==> src/rtl/imem_loader_pkg.sv <==
// -----------------------------------------------------------------------------
// imem_loader_pkg
// Shared definitions for the program loader: the loader FSM state encoding and
// the stream-format constants (bytes per imem word, length-prefix bytes).
// No ports; imported by imem_loader and byte_packer.
// -----------------------------------------------------------------------------
package imem_loader_pkg;

   typedef enum logic [2:0] {
      IDLE,
      LEN_LO,
      LEN_HI,
      DATA,
      WRITE,
      DONE,
      ERR
   } state_t;

   localparam int BYTES_PER_WORD = 4;
   localparam int LEN_BYTES      = 2;

endpackage

==> src/rtl/imem_loader_byte_packer.sv <==
// -----------------------------------------------------------------------------
// byte_packer
// Assembles BYTES_PER_WORD little-endian bytes into one imem word. The first
// byte shifted in after a clear lands in bits [7:0].
// Ports:
//   clock      rising-edge clock
//   reset      synchronous active-low reset (clears index and word)
//   clear      restart assembly at byte 0
//   shift      a byte is being accepted this cycle
//   byte_in    the byte being accepted
//   word       assembled word (registered)
//   word_full  high in the cycle the last byte of a word is being accepted
// -----------------------------------------------------------------------------
module byte_packer
   import imem_loader_pkg::*;
#(
   parameter int DATA_WIDTH = BYTES_PER_WORD * 8
) (
   input  logic                  clock,
   input  logic                  reset,
   input  logic                  clear,
   input  logic                  shift,
   input  logic [7:0]            byte_in,
   output logic [DATA_WIDTH-1:0] word,
   output logic                  word_full
);

   localparam int                IDX_W    = $clog2(BYTES_PER_WORD);
   localparam logic [IDX_W-1:0]  LAST_IDX = IDX_W'(BYTES_PER_WORD - 1);

   logic [IDX_W-1:0] byte_idx;

   // Combinational so the FSM can leave DATA on the same edge that stores the
   // last byte, giving the 4-bytes-per-5-cycles peak rate.
   assign word_full = shift && (byte_idx == LAST_IDX);

   always_ff @(posedge clock) begin
      if (!reset) begin
         byte_idx <= '0;
         word     <= '0;
      end else if (clear) begin
         byte_idx <= '0;
      end else if (shift) begin
         word[{byte_idx, 3'b000} +: 8] <= byte_in;
         // Index wraps back to 0 after the last byte, ready for the next word.
         byte_idx <= byte_idx + 1'b1;
      end
   end

endmodule

==> src/rtl/imem_loader.sv <==
// -----------------------------------------------------------------------------
// imem_loader
// Loads a program image into instruction memory from a byte stream while
// holding the processor in reset; releases the processor once the whole image
// has been written. Stream: 16-bit little-endian word count N, then 4*N bytes,
// each word little-endian.
// Ports:
//   clock       rising-edge clock
//   reset       synchronous active-low reset
//   start       one-cycle pulse, begins a load from IDLE, DONE or ERR
//   in_valid    byte-stream valid
//   in_data     byte-stream data
//   in_ready    loader accepts a byte this cycle
//   imem_addr   imem write address
//   imem_data   imem write data
//   imem_wren   imem write strobe, one cycle per word
//   proc_reset  active-high processor hold
//   busy        load in progress
//   done        image written, processor released
//   error       word count exceeds the imem space above BASE_ADDR
// -----------------------------------------------------------------------------
module imem_loader
   import imem_loader_pkg::*;
#(
   parameter int ADDR_WIDTH = 12,
   parameter int DATA_WIDTH = 32,
   parameter int BASE_ADDR  = 0
) (
   input  logic                  clock,
   input  logic                  reset,
   input  logic                  start,
   input  logic                  in_valid,
   input  logic [7:0]            in_data,
   output logic                  in_ready,
   output logic [ADDR_WIDTH-1:0] imem_addr,
   output logic [DATA_WIDTH-1:0] imem_data,
   output logic                  imem_wren,
   output logic                  proc_reset,
   output logic                  busy,
   output logic                  done,
   output logic                  error
);

   localparam logic [ADDR_WIDTH-1:0] BASE      = ADDR_WIDTH'(BASE_ADDR);
   // Number of words that fit between BASE_ADDR and the top of imem.
   localparam logic [32:0]           MAX_WORDS = 33'((64'd1 << ADDR_WIDTH) - 64'(BASE_ADDR));

   state_t      state;
   logic [7:0]  len_lo;
   logic [15:0] remaining;
   logic [15:0] len_word;
   logic        accept;
   logic        data_shift;
   logic        pack_clear;
   logic        word_full;

   assign accept     = in_valid && in_ready;
   assign data_shift = accept && (state == DATA);
   assign len_word   = {in_data, len_lo};
   assign pack_clear = start && ((state == IDLE) || (state == DONE) || (state == ERR));

   // imem_data is the packer's word register: it holds the assembled word
   // through the WRITE cycle because no byte is accepted while in_ready=0.
   byte_packer #(
      .DATA_WIDTH (DATA_WIDTH)
   ) u_byte_packer (
      .clock     (clock),
      .reset     (reset),
      .clear     (pack_clear),
      .shift     (data_shift),
      .byte_in   (in_data),
      .word      (imem_data),
      .word_full (word_full)
   );

   // All outputs are registered and updated together with the state, so each
   // one is a clean function of the state being entered.
   always_ff @(posedge clock) begin
      if (!reset) begin
         state      <= IDLE;
         proc_reset <= 1'b1;
         in_ready   <= 1'b0;
         imem_wren  <= 1'b0;
         imem_addr  <= BASE;
         busy       <= 1'b0;
         done       <= 1'b0;
         error      <= 1'b0;
         len_lo     <= '0;
         remaining  <= '0;
      end else begin
         imem_wren <= 1'b0;
         case (state)
            IDLE: begin
               if (start) begin
                  state    <= LEN_LO;
                  in_ready <= 1'b1;
                  busy     <= 1'b1;
               end
            end
            LEN_LO: begin
               if (accept) begin
                  len_lo <= in_data;
                  state  <= LEN_HI;
               end
            end
            LEN_HI: begin
               if (accept) begin
                  if (len_word == 16'd0) begin
                     state      <= DONE;
                     in_ready   <= 1'b0;
                     busy       <= 1'b0;
                     done       <= 1'b1;
                     proc_reset <= 1'b0;
                  end else if ({17'd0, len_word} > MAX_WORDS) begin
                     state    <= ERR;
                     in_ready <= 1'b0;
                     busy     <= 1'b0;
                     error    <= 1'b1;
                  end else begin
                     state     <= DATA;
                     remaining <= len_word;
                  end
               end
            end
            DATA: begin
               if (word_full) begin
                  state     <= WRITE;
                  in_ready  <= 1'b0;
                  imem_wren <= 1'b1;
               end
            end
            WRITE: begin
               remaining <= remaining - 16'd1;
               if (remaining == 16'd1) begin
                  // Address is not advanced past the final word, so a full
                  // image ending at the top of imem never wraps to 0.
                  state      <= DONE;
                  busy       <= 1'b0;
                  done       <= 1'b1;
                  proc_reset <= 1'b0;
               end else begin
                  imem_addr <= imem_addr + 1'b1;
                  state     <= DATA;
                  in_ready  <= 1'b1;
               end
            end
            DONE, ERR: begin
               if (start) begin
                  state      <= LEN_LO;
                  in_ready   <= 1'b1;
                  busy       <= 1'b1;
                  proc_reset <= 1'b1;
                  done       <= 1'b0;
                  error      <= 1'b0;
                  imem_addr  <= BASE;
               end
            end
            default: state <= IDLE;
         endcase
      end
   end

endmodule
==> config.mk <==
export PLATFORM = sky130hd
export DESIGN_NAME = imem_loader
export DESIGN_NICKNAME = d
export VERILOG_FILES = /design/src/rtl/imem_loader_pkg.sv /design/src/rtl/imem_loader_byte_packer.sv /design/src/rtl/imem_loader.sv
export SDC_FILE = /design/constraint.sdc
export NUM_CORES = 1
export LEC_CHECK = 0
export CORE_ASPECT_RATIO = 0.6
export CORE_MARGIN = 2
export CORE_UTILIZATION = 25
export DETAILED_ROUTE_END_ITERATION = 10
export GPL_ROUTABILITY_DRIVEN = 0
export SYNTH_ARGS = -nofsm -noshare
export SYNTH_HDL_FRONTEND = slang
export SYNTH_SLANG_ARGS = --single-unit
==> constraint.sdc <==
create_clock -name clock -period 1.9 [get_ports clock]
set_input_delay 0.19 -clock clock [delete_from_list [all_inputs] [get_ports clock]]
set_output_delay 0.19 -clock clock [all_outputs]
set_load 0.02 [all_outputs]
==> results_dict.tcl, run 1 <==
set metrics [dict create \
    clockBufferDepth 2 \
    ys_ff_latch 79 \
    seq_area_frac_synth 0.393 \
    min_path_type "reg2reg" \
    r2r_slack_ns -0.07 \
    crit_path_start "remaining[1]" \
    diodes 0 \
    fin_worst_skew_ns 0.00574 \
    r2r-end "remaining[11]" \
    hpwl_microns 9930 \
    rsz0062_at_grt "true" \
    ctsHoldBuffers 0 \
    hold_slack_ns 0.453 \
    dieHeight_microns 102 \
    grt_max_degree 32 \
    ff2ff_path_depth 5 \
    period_share 1.04 \
    path_cells "or4_4 > or4_4 > o21a_1 > o31ai_1 > a21oi_1" \
    setup_viol 3 \
    gr-total-overflow 0 \
    wl_per_cell_microns 16.7 \
    syn-num-nets 510 \
    criticalPathCategory "reg2reg" \
    max_clock_freq_mhz 506 \
    num_vias 4251 \
    synth_area_per_cell_sq_um 8.23 \
    drive_gt1_frac 0.269 \
    slew_headroom 0.634 \
    outcome "finished, violations left" \
    nFillCells 1505 \
    finalPower_mw 5.10 \
    drt_iter0_markers 364 \
    antenna_found_initial 0 \
    synth.top_cell.area_share 0.393 \
    reg2reg_from "remaining[1]" \
    synthTopCellsByArea "dfxtp_1 39%, a21oi_1 6.7%, nand2_1 6.1%, nand3_1 5.5%, nor2_1 3.3%" \
    p_leak_nw 2.09 \
    cp_slowest_cell "or4_4" \
    timing.critical_path.to "remaining[11]" \
    routed_wl_microns 13700 \
    crit_cells 5 \
    cts.htree.levels 3 \
    yosys_warnings 0 \
    postSynthCellCount 489 \
    power_density_mw_per_mm2 834 \
    portBuffers 61 \
    yosys.cell_types.count 65 \
    crit_arrival_ns 2.19 \
    crit_top_cell "or4_4" \
    worstMarginPinSlew_ns 0.543 \
    cpPeakStageDelay_ns 0.56 \
    core_sq_mm 0.0155 \
    cts-root-buf "clkbuf_16" \
    critPathRequiredTime_ns 2.12 \
    start_kind "flip-flop" \
    grt_pass1_wl_microns 21200 \
    critPathTopFamily "simple AND/OR/NAND/NOR gates" \
    io_pins 62 \
    clock_sinks 79 \
    die_area_sq_mm 0.0172 \
    cp_num_buf_inv 0 \
    worst_slack_ns -0.0745 \
    area_delta_synth_final_pct 51.8 \
    ys.flop_type "dfxtp_1" \
    async_reset_ff_frac 0 \
    synth_edf_count 0 \
    drv_slew 0 \
    avgViaCountPerCell 5.18 \
    cts_made_buffers 9 \
    synthesis.area_sq_mm 0.00402 \
    cp_max_fo 3 \
    violations "setup timing" \
    worstSetupEndpointType "flip-flop" \
    yosysTopAreaCell "dfxtp_1" \
    ant_nets 0 \
    final_nets 633 \
    clkLatencyLatePin_ns 0.34 \
    dieWidth_microns 168 \
    layout.cells.most_common "buf_4" \
    grt_pass1_vias 4053 \
    cts_tree "done" \
    start_util 0.259 \
    drv_cap 0 \
    ir_drop_v 0.000454 \
    drtPass1Iterations 5 \
    layout_common_cells "74 x buf_4, 71 x dfxtp_1, 64 x nand2_1" \
    grtUsageTotal 0.158 \
    row_count 35 \
    clk_pin_slew_ns 0.06 \
    finalHoldViolations 0 \
    drc 0 \
    period_minus_slack_ns 1.97 \
]
timing repair:
item	in CTS	in global routing
endpoints found under the setup margin	26	38
hold endpoints to repair	0	0
buffers inserted	2	1
gates resized for setup	31	49
gates cloned	0	1
pin swaps	6	17
sequential cells by signal, summed over array words and instances, names as in the netlist:
signal                  cells
len_lo                      8
u_byte_packer.word         32
u_byte_packer.byte_idx      2
imem_wren                   1
proc_reset                  1
imem_addr                  12
done                        1
remaining                  16
in_ready                    1
state                       3
error                       1
busy                        1
power by group:
part           switching [mW]  internal (mW)  leakage, nW
clock                   0.749           1.19        0.163
sequential             0.0545           1.72        0.641
combinational           0.767          0.607         1.28
total                    1.57           3.53         2.09
through the flow:
step | util | instances | setup slack, ns | cell area, sq um | TNS, ns
3_5_place_dp | 0.347 | 805 | -0.301 | 5390 | -6.56
3_3_place_gp | 0.347 | 805 | -0.264 | 5390 | -5.35
2_1_floorplan | - | 489 | 0.0141 | 4030 | 0
5_1_grt | 0.393 | 820 | -0.143 | 6110 | -0.847
4_1_cts | 0.375 | 819 | -0.0655 | 5830 | -0.209
6_report | 0.393 | 820 | -0.0745 | 6110 | -0.167
cell type report:
type,instances,area (sq um),area share
Timing Repair Buffer,140,1260,0.207
Clock buffer,10,239,0.0391
Clock inverter,6,91.3,0.0150
Multi-Input combinational cell,371,2630,0.430
Tap cell,203,254,0.0416
Inverter,11,41.3,0.00676
Sequential cell,79,1590,0.261
cell families after synthesis:
logic type               Yosys count  share of synthesized area
adder cells (fa/ha/maj)            9                     0.0299
flip-flops                        79                      0.393
multiplexers                      12                     0.0302
XOR/XNOR                           9                     0.0196
AO/OA/AOI/OAI                    135                      0.225
buffers and inverters             39                     0.0432
AND/OR/NAND/NOR                  206                      0.260
worst min-delay path by stage:
| stage | start | end | slack (ns) | depth (start not counted) |
|---|---|---|---|---|
| 6_report | u_byte_packer.word[21] | u_byte_packer.word[21] | 0.45 | 2 |
| 5_1_grt | proc_reset | proc_reset | 0.48 | 1 |
| 4_1_cts | u_byte_packer.word[27] | u_byte_packer.word[27] | 0.46 | 2 |
| 3_5_place_dp | proc_reset | proc_reset | 0.45 | 1 |
| 3_3_place_gp | done | done | 0.44 | 2 |
| 2_1_floorplan | in_data[0] | len_lo[0] | 0.34 | 2 |
routing by layer:
| layer | global-route usage | vias to the layer above | wire [microns] | share of wire |
|---|---|---|---|---|
| met5 | 0 | - | 0 | 0 |
| met4 | 0.0314 | 0 | 109 | 0.0079 |
| met3 | 0.0534 | 15 | 1110 | 0.081 |
| met2 | 0.245 | 141 | 6100 | 0.44 |
| met1 | 0.216 | 2071 | 6410 | 0.47 |
| li1 | - | 2024 | - | - |
worst min-delay path, delay by kind of cell (launching register included):
family | cells | cell delay, ns
compound gates | 1 | 0.05
flops | 1 | 0.31
simple gates | 1 | 0.05
synthesized netlist by cell type, drive strengths merged (2+ instances only):
library cell	instances
xnor2	8
nor3b	5
a21boi	2
nor4	6
a311oi	2
and2	10
nand4	5
a31oi	5
a21oi	57
o21a	2
dfxtp	79
buf	8
clkbuf	20
or3b	3
nand2	65
o31ai	11
o2111ai	2
mux2i	11
nand2b	5
inv	10
o311ai	6
nor3	11
a21o	4
nand3	44
a31o	2
a22oi	3
nor2	35
o41ai	5
and3	6
ha	8
a2111oi	7
o21ai	16
or4	3
a211oi	4
nor2b	4
No activity file was read; power rests on OpenSTA's default activity.
==> run 2, diff against run 1 <==
--- a/config.mk
+++ b/config.mk
@@ -5,6 +5,7 @@
 export SDC_FILE = /design/constraint.sdc
 export NUM_CORES = 1
 export LEC_CHECK = 0
+export ABC_CLOCK_PERIOD_IN_PS = 1900
 export CORE_ASPECT_RATIO = 0.6
 export CORE_MARGIN = 2
 export CORE_UTILIZATION = 25
==> results of run 2 <==
Same layout as run 1: the final DEF is identical, and so are final timing and power.
